===== config.mk =====
export PLATFORM = sky130hd
export DESIGN_NAME = display_scanner
export DESIGN_NICKNAME = d
export VERILOG_FILES = /design/src/rtl/display_pkg.sv /design/src/rtl/bcd_to_7seg.sv /design/src/rtl/display_scanner.sv
export SDC_FILE = /design/constraint.sdc
export NUM_CORES = 1
export LEC_CHECK = 0
export CAP_MARGIN = 30
export CELL_PAD_IN_SITES_DETAIL_PLACEMENT = 0
export CELL_PAD_IN_SITES_GLOBAL_PLACEMENT = 1
export CORE_ASPECT_RATIO = 1.1
export CORE_MARGIN = 2
export CORE_UTILIZATION = 27
export CTS_BUF_LIST = sky130_fd_sc_hd__clkbuf_4
export DETAILED_ROUTE_END_ITERATION = 6
export GPL_TIMING_DRIVEN = 0
export PLACE_DENSITY_LB_ADDON = 0.1
export SYNTH_ARGS = -nofsm -noshare
export SYNTH_HDL_FRONTEND = slang
export SYNTH_HIERARCHICAL = 1
export SYNTH_SLANG_ARGS = --single-unit

===== constraint.sdc =====
create_clock -name clk -period 4.5 [get_ports clk]
set_input_delay 0.675 -clock clk [delete_from_list [all_inputs] [get_ports clk]]
set_output_delay 0.675 -clock clk [all_outputs]
set_load 0.01 [all_outputs]

===== src/rtl/display_pkg.sv =====
// Shared types and constants for the two-digit multiplexed 7-segment scanner.
// Segment patterns are active-high {g,f,e,d,c,b,a}.
package display_pkg;

  typedef enum logic [1:0] {
    UNITS_ON = 2'd0,
    BLANK_A  = 2'd1,
    TENS_ON  = 2'd2,
    BLANK_B  = 2'd3
  } state_t;

  localparam logic [6:0] SEG_PATTERNS [10] = '{
    7'b0111111, 7'b0000110, 7'b1011011, 7'b1001111, 7'b1100110,
    7'b1101101, 7'b1111101, 7'b0000111, 7'b1111111, 7'b1101111
  };

  localparam logic [6:0] SEG_BLANK = 7'b0000000;

  localparam logic [0:0] AN_UNITS = 1'b0;
  localparam logic [0:0] AN_TENS  = 1'b1;

endpackage


===== src/rtl/bcd_to_7seg.sv =====
// Combinational BCD digit to active-high 7-segment pattern.
// Non-decimal codes (10-15) light nothing.
module bcd_to_7seg
  import display_pkg::*;
(
  input  logic [3:0] bcd,
  output logic [6:0] seg
);

  // Table lookup with a dark fallback for out-of-range codes
  always_comb begin
    seg = SEG_BLANK;
    if (bcd <= 4'd9) begin
      seg = SEG_PATTERNS[bcd];
    end else begin
      seg = SEG_BLANK;
    end
  end

endmodule


===== src/rtl/display_scanner.sv =====
// Time-multiplexed two-digit 7-segment driver with blanking between digits
// and value updates only at frame boundaries so a digit pair never tears.
module display_scanner
  import display_pkg::*;
#(
  parameter int unsigned DWELL_CYCLES    = 13500,
  parameter int unsigned BLANK_CYCLES    = 64,
  parameter bit          ACTIVE_LOW      = 1'b1,
  parameter bit          LEAD_ZERO_BLANK = 1'b1
) (
  input  logic       clk,
  input  logic       rst_n,
  input  logic [3:0] binary_i,
  input  logic       load_i,
  output logic [6:0] seg_o,
  output logic [1:0] an_o,
  output logic       frame_o
);

  localparam int unsigned MAX_LEN = (DWELL_CYCLES > BLANK_CYCLES) ? DWELL_CYCLES : BLANK_CYCLES;
  localparam int unsigned CNT_W   = (MAX_LEN > 1) ? $clog2(MAX_LEN) : 1;

  localparam logic [CNT_W-1:0] DWELL_LAST = CNT_W'(DWELL_CYCLES - 1);
  localparam logic [CNT_W-1:0] BLANK_LAST = CNT_W'(BLANK_CYCLES - 1);

  // XOR masks: polarity is folded in exactly once, at the output registers
  localparam logic [6:0] SEG_POL = ACTIVE_LOW ? 7'h7F : 7'h00;
  localparam logic [1:0] AN_POL  = ACTIVE_LOW ? 2'b11 : 2'b00;

  state_t           state_r, next_state_s;
  logic [CNT_W-1:0] cnt_r, cnt_next_s;
  logic             phase_last_s;
  logic             boundary_s;

  logic [3:0]       pending_r;
  logic             pending_vld_r;
  logic [3:0]       shown_r;
  logic [3:0]       shown_next_s;

  logic             tens_s;
  logic [3:0]       units_s;
  logic [3:0]       tens_digit_s;
  logic [6:0]       units_pat_s;
  logic [6:0]       tens_pat_s;
  logic [6:0]       seg_hi_s;
  logic [1:0]       an_hi_s;

  // Phase sequencing: counter end detection and state advance
  always_comb begin
    next_state_s = state_r;
    cnt_next_s   = cnt_r + CNT_W'(1);
    phase_last_s = 1'b0;
    case (state_r)
      UNITS_ON, TENS_ON: phase_last_s = (cnt_r == DWELL_LAST);
      BLANK_A, BLANK_B:  phase_last_s = (cnt_r == BLANK_LAST);
      default:           phase_last_s = 1'b1;
    endcase
    if (phase_last_s) begin
      cnt_next_s = '0;
      case (state_r)
        UNITS_ON: next_state_s = BLANK_A;
        BLANK_A:  next_state_s = TENS_ON;
        TENS_ON:  next_state_s = BLANK_B;
        BLANK_B:  next_state_s = UNITS_ON;
        default:  next_state_s = BLANK_B;
      endcase
    end else begin
      next_state_s = state_r;
    end
    boundary_s = phase_last_s && (state_r == BLANK_B);
  end

  // State and phase counter registers
  always_ff @(posedge clk or negedge rst_n) begin
    if (!rst_n) begin
      state_r <= BLANK_B;
      cnt_r   <= '0;
    end else begin
      state_r <= next_state_s;
      cnt_r   <= cnt_next_s;
    end
  end

  // Outputs are decoded from the upcoming value so the new digit appears on the boundary edge
  always_comb begin
    shown_next_s = shown_r;
    if (boundary_s && pending_vld_r) begin
      shown_next_s = pending_r;
    end else begin
      shown_next_s = shown_r;
    end
    tens_s       = (shown_next_s >= 4'd10);
    units_s      = tens_s ? (shown_next_s - 4'd10) : shown_next_s;
    tens_digit_s = {3'b000, tens_s};
  end

  bcd_to_7seg u_units_dec (
    .bcd (units_s),
    .seg (units_pat_s)
  );

  bcd_to_7seg u_tens_dec (
    .bcd (tens_digit_s),
    .seg (tens_pat_s)
  );

  // Active-high anode and segment selection for the state being entered
  always_comb begin
    seg_hi_s = SEG_BLANK;
    an_hi_s  = 2'b00;
    case (next_state_s)
      UNITS_ON: begin
        an_hi_s[AN_UNITS] = 1'b1;
        seg_hi_s          = units_pat_s;
      end
      TENS_ON: begin
        if (tens_s || !LEAD_ZERO_BLANK) begin
          an_hi_s[AN_TENS] = 1'b1;
          seg_hi_s         = tens_pat_s;
        end else begin
          an_hi_s  = 2'b00;
          seg_hi_s = SEG_BLANK;
        end
      end
      default: begin
        an_hi_s  = 2'b00;
        seg_hi_s = SEG_BLANK;
      end
    endcase
  end

  // Value staging, frame-boundary commit and registered outputs
  always_ff @(posedge clk or negedge rst_n) begin
    if (!rst_n) begin
      pending_r     <= 4'd0;
      pending_vld_r <= 1'b0;
      shown_r       <= 4'd0;
      seg_o         <= SEG_POL;
      an_o          <= AN_POL;
      frame_o       <= 1'b0;
    end else begin
      if (load_i) begin
        pending_r <= binary_i;
      end else begin
        pending_r <= pending_r;
      end
      // A load on the boundary edge itself waits for the following frame
      if (boundary_s) begin
        pending_vld_r <= load_i;
      end else if (load_i) begin
        pending_vld_r <= 1'b1;
      end else begin
        pending_vld_r <= pending_vld_r;
      end
      shown_r <= shown_next_s;
      seg_o   <= seg_hi_s ^ SEG_POL;
      an_o    <= an_hi_s ^ AN_POL;
      frame_o <= boundary_s;
    end
  end

endmodule

==> flow_metrics.py, run 1 <==
metrics = {
    "floorplan": {
        "core_um2": 8000,
        "dieArea_um2": 9090,
        "initial_core_util": 0.282,
        "ios": 17,
        "die_height_um": 99.8,
        "rows": 34,
        "die_w_um": 91.1,
    },
    "synthesis": {
        "synth_mux_area_frac": 0.0788,
        "yosysSeqAreaShare": 0.395,
        "avgSynthCellArea_um2": 9.84,
        "synth_top_area_cell": "dfrtp_1",
        "postSynthCellCount": 229,
        "ys_ff_latch": 35,
        "netlist.area_leader.share": 0.267,
        "synthXorXnorAreaFrac": 0.0466,
        "ys_types": 54,
        "synth_simple_gate_area_frac": 0.209,
        "ys_warn_count": 6,
        "synth_top_family_by_area": "simple AND/OR/NAND/NOR gates",
        "synthArstFlopShare": 1.00,
        "synth_ff_type": "dfrtp_1",
        "synthAdderAreaFrac": 0.0833,
        "synth.area.top_cells": "dfrtp_1 (27%), dfstp_2 (13%), ha_1 (8.3%)",
        "synth_compound_area_frac": 0.140,
        "synth-edff-count": 0,
        "synth_area_um2": 2250,
    },
    "timing": {
        "slew_violations": 0,
        "fmaxAchievable_mhz": 293,
        "max_slew_margin": 0.486,
        "setup_viol": 0,
        "finalHoldViolations": 0,
        "rsz0062_at_grt": "false",
        "period_share": 0.758,
        "period_minus_slack_ns": 3.41,
        "tightest_slew_ns": 0.771,
        "final.setup.tns_ns": 0,
        "hold_ws_ns": 0.367,
        "skew_ns": 0.0203,
    },
    "finish": {
        "seq_area_um2": 890,
        "layout_common_cells": "nand2_1 (31), dfrtp_1 (24), nor2_1 (20), ha_1 (15), clkdlybuf4s50_1 (15)",
        "fin_util": 0.333,
        "layout.nets": 285,
        "area_growth_syn_to_layout_pct": 18.3,
        "multi_input_area_um2": 1300,
        "n_antenna_cell": 0,
        "drive_gt1_frac": 0.163,
        "num-fill-cells": 881,
        "mostFrequentLayoutCell": "nand2_1",
    },
    "worst_hold_path": {
        "min_path_type": "input port to async pin",
    },
    "clock_tree": {
        "cts_hold_buf": 0,
        "postCtsSetupRepairBufs": 0,
        "ctsLongestPathBuffers": 2,
        "clk_latency_ns": 0.36,
        "cts_resized": 0,
        "root_buffer": "clkbuf_4",
        "cts.sinks": 35,
        "clk_pin_slew_ns": 0.13,
        "cts-buffers-inserted": 5,
        "cts.htree.levels": 2,
        "cts_tree": "built",
    },
    "grt": {
        "grt_usage": 0.114,
        "grt_start_max_net_pins": 36,
        "grt_pass1_vias": 1691,
        "grt_pass1_wl_um": 8290,
        "antenna_found_initial": 0,
        "overflow": 0,
    },
    "job": {
        "maxCapViolCount": 0,
    },
    "detailed_routing": {
        "vias": 1658,
        "ant_nets": 0,
        "drc": 0,
        "vias_per_cell": 4.46,
        "wl_per_cell_um": 12.7,
        "drtIter0Drc": 51,
        "drtPass1Iterations": 4,
        "wirelength_um": 4730,
    },
    "setup_path": {
        "required_ns": 4.74,
        "worstSetupStartpoint": "cnt_r[6]$_DFF_PN0_",
        "cp-end-kind": "flip-flop",
        "cp_max_fo": 10,
        "r2r_start": "cnt_r[6]$_DFF_PN0_",
        "crit_type": "flip-flop to flip-flop",
        "cp.arrival_ns": 3.64,
        "cp-start-kind": "flip-flop",
    },
    "power": {
        "power_leakage_nw": 1.11,
        "vdd_drop_max_mv": 0.0959,
        "p_per_area_nw_per_um2": 227,
    },
    "place": {
        "place_congestion": 0.751,
        "dp_hpwl_um": 3530,
        "io_buffers": 16,
    },
    "status": {
        "status": "finished, final reports clean",
    },
}
==> layer usage <==
| metal | wire length (µm) | GRT usage | vias to the layer above |
|---|---|---|---|
| met5 | 0 | 0 | - |
| met3 | 119 | 0.0285 | 6 |
| met2 | 2290 | 0.191 | 19 |
| met4 | 53 | 0.0315 | 0 |
| met1 | 2270 | 0.146 | 784 |
| li1 | - | - | 849 |
==> synthesized netlist by cell type (3+ instances only) <==
cell       n
ha_1      15
dfrtp_1   24
o211ai_1   9
xnor2_1    7
nand2b_1   5
mux2_1     3
nor3_1     5
nand3_1    6
a211o_1    7
nor2_1    20
a21oi_1    5
mux2_2     4
o21ai_0    3
mux2i_1    7
o21a_1     4
dfstp_2   11
xor2_1     5
buf_6      3
inv_1     12
nand2_1   31
==> stage by stage <==
| stage | area (µm²) | setup slack, ns | cells | power, mW |
|---|---|---|---|---|
| floorplan | 2290 | 1.56 | 240 | 0.353 |
| global placement | 2590 | 1.05 | 364 | 0.369 |
| detailed placement | 2580 | 1.11 | 364 | 0.369 |
| finish | 2670 | 1.09 | 372 | 0.605 |
| CTS | 2670 | 1.05 | 372 | 0.611 |
| global route | 2670 | 0.705 | 372 | 0.631 |
==> state kept, by name, summed over array words and instances, names as in the netlist <==
| signal | flops |
|---|---|
| an_o | 2 |
| cnt_r | 14 |
| frame_o | 1 |
| pending_r | 4 |
| pending_vld_r | 1 |
| seg_o | 7 |
| shown_r | 4 |
| state_r | 2 |
==> report_power, final <==
part / leakage, nW / switching (mW) / internal [mW]
Combinational: 0.643 / 0.0230 / 0.0185
Sequential: 0.420 / 0.00416 / 0.319
Clock: 0.0452 / 0.123 / 0.117
Total: 1.11 / 0.151 / 0.454
==> worst max-delay path: stages (launching register included) <==
cell	delay, ns
dfrtp_1	0.43
nor4_1	0.34
nand2_1	0.21
nor4_1	0.29
clkbuf_4	0.30
buf_6	0.17
mux2_1	0.39
inv_1	0.15
ha_1	0.24
o21bai_4	0.09
and2_4	0.18
a211oi_1	0.23
a211o_1	0.14
o211ai_1	0.11
==> cell type report <==
cell class	count	area share
buffer	7	0.0202
clock buffer	5	0.0141
clock inverter	3	0.0164
inverter	13	0.0183
multi-input combinational	185	0.489
sequential	35	0.334
tap	108	0.0507
timing repair buffer	16	0.0582
==> kinds of logic after synthesis <==
family          count (synthesis)
compound gates                 40
simple gates                   90
buf+inv                        20
flops                          35
xor+xnor                       12
mux                            16
other cells                     1
fa+ha+maj                      15
==> worst paths after layout <==
| check | endpoint | slack, ns | cells past startpoint |
|---|---|---|---|
| worst max-delay path | seg_o[0]$_DFF_PN1_ | 1.09 | 13 |
| max in group asynchronous | cnt_r[13]$_DFF_PN0_ | 3.62 | 1 |
| worst min register to register | cnt_r[0]$_DFF_PN0_ | 0.48 | 1 |
| worst max register to register | seg_o[0]$_DFF_PN1_ | 1.09 | 13 |
| min in group clk | cnt_r[0]$_DFF_PN0_ | 0.48 | 1 |
| worst min-delay path | cnt_r[5]$_DFF_PN0_ | 0.37 | 1 |
Note: power is estimated with default switching activity, not from simulation.
==> run 2: changes to the inputs <==
==> constraint.sdc (replaced) <==
create_clock -name clk -period 3.1 [get_ports clk]
set_input_delay 0.465 -clock clk [delete_from_list [all_inputs] [get_ports clk]]
set_output_delay 0.465 -clock clk [all_outputs]
set_load 0.01 [all_outputs]
==> run 2 against run 1 <==
Against the previous run:
- clock skew is 0.00090 ns higher
- via count is 4.1% higher
- worst setup slack worse by 0.88 ns
- combinational power grew 53%
- total power is 46% higher
- worst hold slack got worse by 0.21 ns
- routed wire length grew 4.0%
- maximum frequency up 18%
==> flow_metrics.py, run 2 (synthesized netlist as in run 1, its figures left out) <==
metrics = {
    "status": {
        "status": "finished, final reports clean",
    },
    "floorplan": {
        "initial_core_util": 0.282,
        "die_height_um": 99.8,
        "die_w_um": 91.1,
        "ios": 17,
        "rows": 34,
        "core_um2": 8000,
        "dieArea_um2": 9090,
    },
    "finish": {
        "final_cells": 390,
        "layout_common_cells": "nand2_1 (31), dfrtp_1 (24), nor2_1 (20), buf_4 (18), clkdlybuf4s50_1 (15)",
        "largest_reg_flops": 14,
        "seq_area_um2": 890,
        "fin_area_um2": 2900,
        "n_antenna_cell": 0,
        "fin_util": 0.362,
        "drive_gt1_frac": 0.266,
        "num-fill-cells": 869,
        "mostFrequentLayoutCell": "nand2_1",
        "layout.nets": 303,
        "area_growth_syn_to_layout_pct": 28.5,
        "top_register": "cnt_r",
        "top_regs": "cnt_r: 14 flops, seg_o: 7 flops",
        "multi_input_area_um2": 1390,
    },
    "detailed_routing": {
        "drc": 0,
        "wirelength_um": 4920,
        "ant_nets": 0,
        "vias": 1726,
        "vias_per_cell": 4.43,
        "wl_per_cell_um": 12.6,
        "drtPass1Iterations": 4,
        "drtIter0Drc": 41,
    },
    "clock_tree": {
        "ctsLongestPathBuffers": 2,
        "cts-buffers-inserted": 5,
        "cts_hold_buf": 0,
        "clk_latency_ns": 0.36,
        "root_buffer": "clkbuf_4",
        "cts.sinks": 35,
        "cts.htree.levels": 2,
        "clk_pin_slew_ns": 0.13,
        "cts_tree": "built",
    },
    "job": {
        "maxCapViolCount": 0,
    },
    "grt": {
        "grt_pass1_wl_um": 8420,
        "antenna_found_initial": 0,
        "overflow": 0,
        "grt_pass1_vias": 1729,
        "grt_usage": 0.116,
        "grt_start_max_net_pins": 36,
    },
    "power": {
        "pwr-share-clk": 0.396,
        "vdd_drop_max_mv": 0.138,
        "switchingPower_mw": 0.220,
        "p_per_area_nw_per_um2": 304,
        "p_int_mw": 0.661,
        "p_sw_frac": 0.250,
        "pwr-share-comb": 0.072,
        "power_frac_seq": 0.532,
        "power_leakage_nw": 1.22,
    },
    "setup_path": {
        "cp-start-kind": "flip-flop",
        "required_ns": 3.35,
        "r2r_slack_ns": 0.21,
        "crit_type": "flip-flop to flip-flop",
        "cp-end-kind": "flip-flop",
        "cp_max_fo": 5,
        "cp.arrival_ns": 3.14,
    },
    "worst_hold_path": {
        "min_path_type": "input port to async pin",
    },
    "place": {
        "placed_cells_incl_taps": 364,
        "place_area_um2": 2580,
        "io_buffers": 16,
        "dp_hpwl_um": 3530,
        "place_congestion": 0.751,
    },
    "timing": {
        "hold_ws_ns": 0.158,
        "fmaxAchievable_mhz": 346,
        "finalHoldViolations": 0,
        "skew_ns": 0.0212,
        "setup_viol": 0,
        "period_minus_slack_ns": 2.89,
        "max_slew_margin": 0.480,
        "tightest_slew_ns": 0.779,
        "slew_violations": 0,
        "period_share": 0.931,
    },
}
[run 2: final cells by class]
type	count	share of cell area
Multi-Input combinational cell	185	0.478
Clock buffer	5	0.0130
Inverter	13	0.0186
Sequential cell	35	0.307
Clock inverter	3	0.0151
Buffer	7	0.0199
Timing Repair Buffer	34	0.102
Tap cell	108	0.0467
[run 2: path summary, 6_finish.rpt]
| kind | from | endpoint | depth (start not counted) |
|---|---|---|---|
| setup / recovery | cnt_r[6]$_DFF_PN0_ | seg_o[5]$_DFF_PN1_ | 13 |
| hold / removal | rst_n | cnt_r[5]$_DFF_PN0_ | 1 |
| min in group clk | cnt_r[0]$_DFF_PN0_ | cnt_r[0]$_DFF_PN0_ | 1 |
| hold reg to reg | cnt_r[0]$_DFF_PN0_ | cnt_r[0]$_DFF_PN0_ | 1 |
| max in group asynchronous | rst_n | cnt_r[13]$_DFF_PN0_ | 1 |
| setup reg to reg | cnt_r[6]$_DFF_PN0_ | seg_o[5]$_DFF_PN1_ | 13 |
[run 2: metrics by stage]
stage	TNS (ns)	power, mW	setup slack (ns)
4_1_cts	0	0.887	0.00383
6_report	0	0.880	0.213
2_1_floorplan	0	0.512	0.164
3_5_place_dp	-1.30	0.536	-0.287
3_3_place_gp	-1.76	0.536	-0.351
5_1_grt	-0.00252	0.919	-0.00252
[run 2: critical path, stage by stage (launching register included)]
cell and delay (ns):
dfrtp_1 0.43, nor4_2 0.31, nand2_1 0.13, nor4_2 0.27, buf_4 0.18, buf_6 0.10, mux2_4 0.34, inv_4 0.08
ha_4 0.11, or3b_4 0.38, o211ai_1 0.12, nand2_1 0.06, mux2i_1 0.13, o211ai_1 0.12
[run 2: metal layers]
layer / up-vias / wire (µm) / GRT usage
li1: 883 / - / -
met1: 820 / 2330 / 0.148
met2: 17 / 2420 / 0.196
met3: 6 / 117 / 0.0285
met4: 0 / 48 / 0.0315
met5: - / 0 / 0
[run 2: power by group through the flow]
stage | Clock [mW] | Sequential (mW) | Combinational, mW
6_report | 0.348 | 0.469 | 0.0634
5_1_grt | 0.376 | 0.470 | 0.0730
4_1_cts | 0.359 | 0.469 | 0.0597
3_5_place_dp | 0 | 0.477 | 0.0587
3_3_place_gp | 0 | 0.477 | 0.0587
2_1_floorplan | 0 | 0.475 | 0.0371
[run 2: timing repair]
item / 4_1_cts / 5_1_grt
endpoints found under the setup margin: 7 / 7
buffers inserted: 8 / 10
pin swaps: 3 / 10
resized for setup: 6 / 20
==> run 3: changes to the inputs <==
--- a/config.mk
+++ b/config.mk
@@ -13,7 +13,6 @@
 export CORE_UTILIZATION = 27
 export CTS_BUF_LIST = sky130_fd_sc_hd__clkbuf_4
 export DETAILED_ROUTE_END_ITERATION = 6
-export GPL_TIMING_DRIVEN = 0
 export PLACE_DENSITY_LB_ADDON = 0.1
 export SYNTH_ARGS = -nofsm -noshare
 export SYNTH_HDL_FRONTEND = slang
==> run 3 against run 2 <==
Against the previous run:
- critical path depth is 1 lower
- largest cell class unchanged
- sequential cell count stayed put
- sequential share of layout area is 1.5 points higher
- routed wire length is 0.47% higher
- count of clock-buffer cells in the layout stayed put
- clock power is 5% lower
- global-route usage is 0.092 points higher
- highest routed layer unchanged
- die area stayed put
==> flow_metrics.py, run 3 (synthesized netlist as in run 1, its figures left out) <==
metrics = {
    "grt": {
        "grt_start_max_net_pins": 36,
        "grt_pass1_vias": 1760,
        "overflow": 0,
        "grt_usage": 0.117,
        "grt_pass1_wl_um": 8490,
        "antenna_found_initial": 0,
    },
    "finish": {
        "mostFrequentLayoutCell": "nand2_1",
        "area_growth_syn_to_layout_pct": 22.4,
        "largest_reg_flops": 14,
        "layout_common_cells": "nand2_1 (31), dfrtp_1 (24), nor2_1 (20), buf_4 (16), clkdlybuf4s50_1 (15)",
        "drive_gt1_frac": 0.209,
        "top_register": "cnt_r",
        "top_regs": "cnt_r: 14 flops, seg_o: 7 flops",
        "n_antenna_cell": 0,
        "fin_area_um2": 2760,
        "layout.nets": 294,
    },
    "power": {
        "p_int_mw": 0.654,
        "power_leakage_nw": 1.16,
        "vdd_drop_max_mv": 0.211,
        "switchingPower_mw": 0.206,
        "pwr-share-comb": 0.069,
        "p_sw_frac": 0.240,
        "power_frac_seq": 0.545,
        "p_total_mw": 0.860,
        "p_per_area_nw_per_um2": 312,
        "pwr-share-clk": 0.386,
    },
    "timing": {
        "hold_ws_ns": 0.196,
        "setup_viol": 0,
        "tightest_slew_ns": 0.793,
        "fmaxAchievable_mhz": 348,
        "period_minus_slack_ns": 2.87,
        "finalHoldViolations": 0,
        "period_share": 0.926,
        "slew_violations": 0,
        "rsz0062_at_grt": "false",
        "skew_ns": 0.00604,
        "max_slew_margin": 0.471,
        "final.setup.tns_ns": 0,
    },
    "floorplan": {
        "dieArea_um2": 9090,
        "die_height_um": 99.8,
        "core_um2": 8000,
        "initial_core_util": 0.282,
        "die_w_um": 91.1,
        "rows": 34,
        "ios": 17,
    },
    "setup_path": {
        "crit_type": "flip-flop to flip-flop",
        "required_ns": 3.36,
        "cp_max_fo": 5,
        "cp.arrival_ns": 3.13,
        "path_cells": "and4bb_1 -> a2bb2oi_4 -> nor4_2 -> buf_4 -> mux2_1 -> buf_4 -> ha_1 -> o21bai_4 -> and2_4 -> nor3_1 -> a211o_1 -> o211ai_1",
        "cp-start-kind": "flip-flop",
        "cp_slowest_cell": "dfstp_2",
        "cp_slowest_stage_delay_ns": 0.59,
        "cp-end-kind": "flip-flop",
        "crit_path_frequent_cell": "buf_4",
    },
    "clock_tree": {
        "root_buffer": "clkbuf_4",
        "clk_latency_ns": 0.34,
        "cts_hold_buf": 0,
        "clk_pin_slew_ns": 0.12,
        "ctsLongestPathBuffers": 2,
        "cts.sinks": 35,
        "cts-buffers-inserted": 5,
        "cts_tree": "built",
        "cts.htree.levels": 2,
    },
    "place": {
        "place_area_um2": 2650,
        "place_congestion": 0.758,
        "dp_hpwl_um": 3780,
        "io_buffers": 16,
    },
    "job": {
        "maxCapViolCount": 0,
    },
    "detailed_routing": {
        "vias_per_cell": 4.45,
        "ant_nets": 0,
        "wl_per_cell_um": 13.0,
        "wirelength_um": 4940,
        "drc": 0,
        "drtPass1Iterations": 4,
        "drtIter0Drc": 51,
        "vias": 1696,
    },
    "status": {
        "status": "finished, final reports clean",
    },
    "worst_hold_path": {
        "min_path_type": "input port to async pin",
    },
}
[run 3: worst max-delay path, delay by kind of cell (launching register included)]
| family | cells | cell delay (ns) |
|---|---|---|
| AOI/OAI and AO/OA | 4 | 0.58 |
| buffers and inverters | 2 | 0.33 |
| and+or+nand+nor | 4 | 0.72 |
| DFF | 1 | 0.59 |
| adders and majority gates | 1 | 0.23 |
| muxes | 1 | 0.34 |
[run 3: path summary, 6_finish.rpt]
path	from	endpoint	slack, ns	depth (start not counted)
max	state_r[0]$_DFF_PN1_	seg_o[3]$_DFF_PN1_	0.23	12
min	rst_n	cnt_r[3]$_DFF_PN0_	0.20	1
max reg2reg	state_r[0]$_DFF_PN1_	seg_o[3]$_DFF_PN1_	0.23	12
min reg2reg	cnt_r[0]$_DFF_PN0_	cnt_r[0]$_DFF_PN0_	0.47	1
max in group asynchronous	rst_n	shown_r[2]$_DFF_PN0_	2.41	1
min in group clk	cnt_r[0]$_DFF_PN0_	cnt_r[0]$_DFF_PN0_	0.47	1
[run 3: final cells by class]
| cell class | instances | area (µm²) |
|---|---|---|
| multi-input combinational | 185 | 1330 |
| clock inverter | 3 | 38.8 |
| clock buffer | 5 | 37.5 |
| inverter | 13 | 48.8 |
| tap | 108 | 135 |
| fill | 867 | 5240 |
| timing repair buffer | 32 | 275 |
| sequential | 35 | 890 |
[run 3: per-layer routing]
metal  share of wire  track usage  vias up
li1                -            -      868
met1            0.46        0.140      796
met2            0.51        0.210       26
met3           0.019       0.0248        6
met4          0.0059       0.0350        0
met5               0            0        -
[run 3: stage by stage]
stage,setup WS [ns],utilization,instances
5_1_grt,0.0184,0.345,381
3_3_place_gp,0.138,0.331,372
6_report,0.228,0.345,381
4_1_cts,0.0611,0.341,380
3_5_place_dp,0.111,0.331,372
2_1_floorplan,0.164,-,240
[run 3: repair_timing]
action / CTS / global route
endpoints found under the setup margin: 0 / 4
resized for setup: 0 / 6
buffers inserted: 0 / 1
[run 3: power groups by stage]
stage	Sequential [mW]	Clock [mW]	Combinational, mW
2_1_floorplan	0.475	0	0.0371
3_3_place_gp	0.478	0	0.0570
3_5_place_dp	0.478	0	0.0571
4_1_cts	0.469	0.351	0.0572
5_1_grt	0.470	0.369	0.0685
6_report	0.469	0.332	0.0590
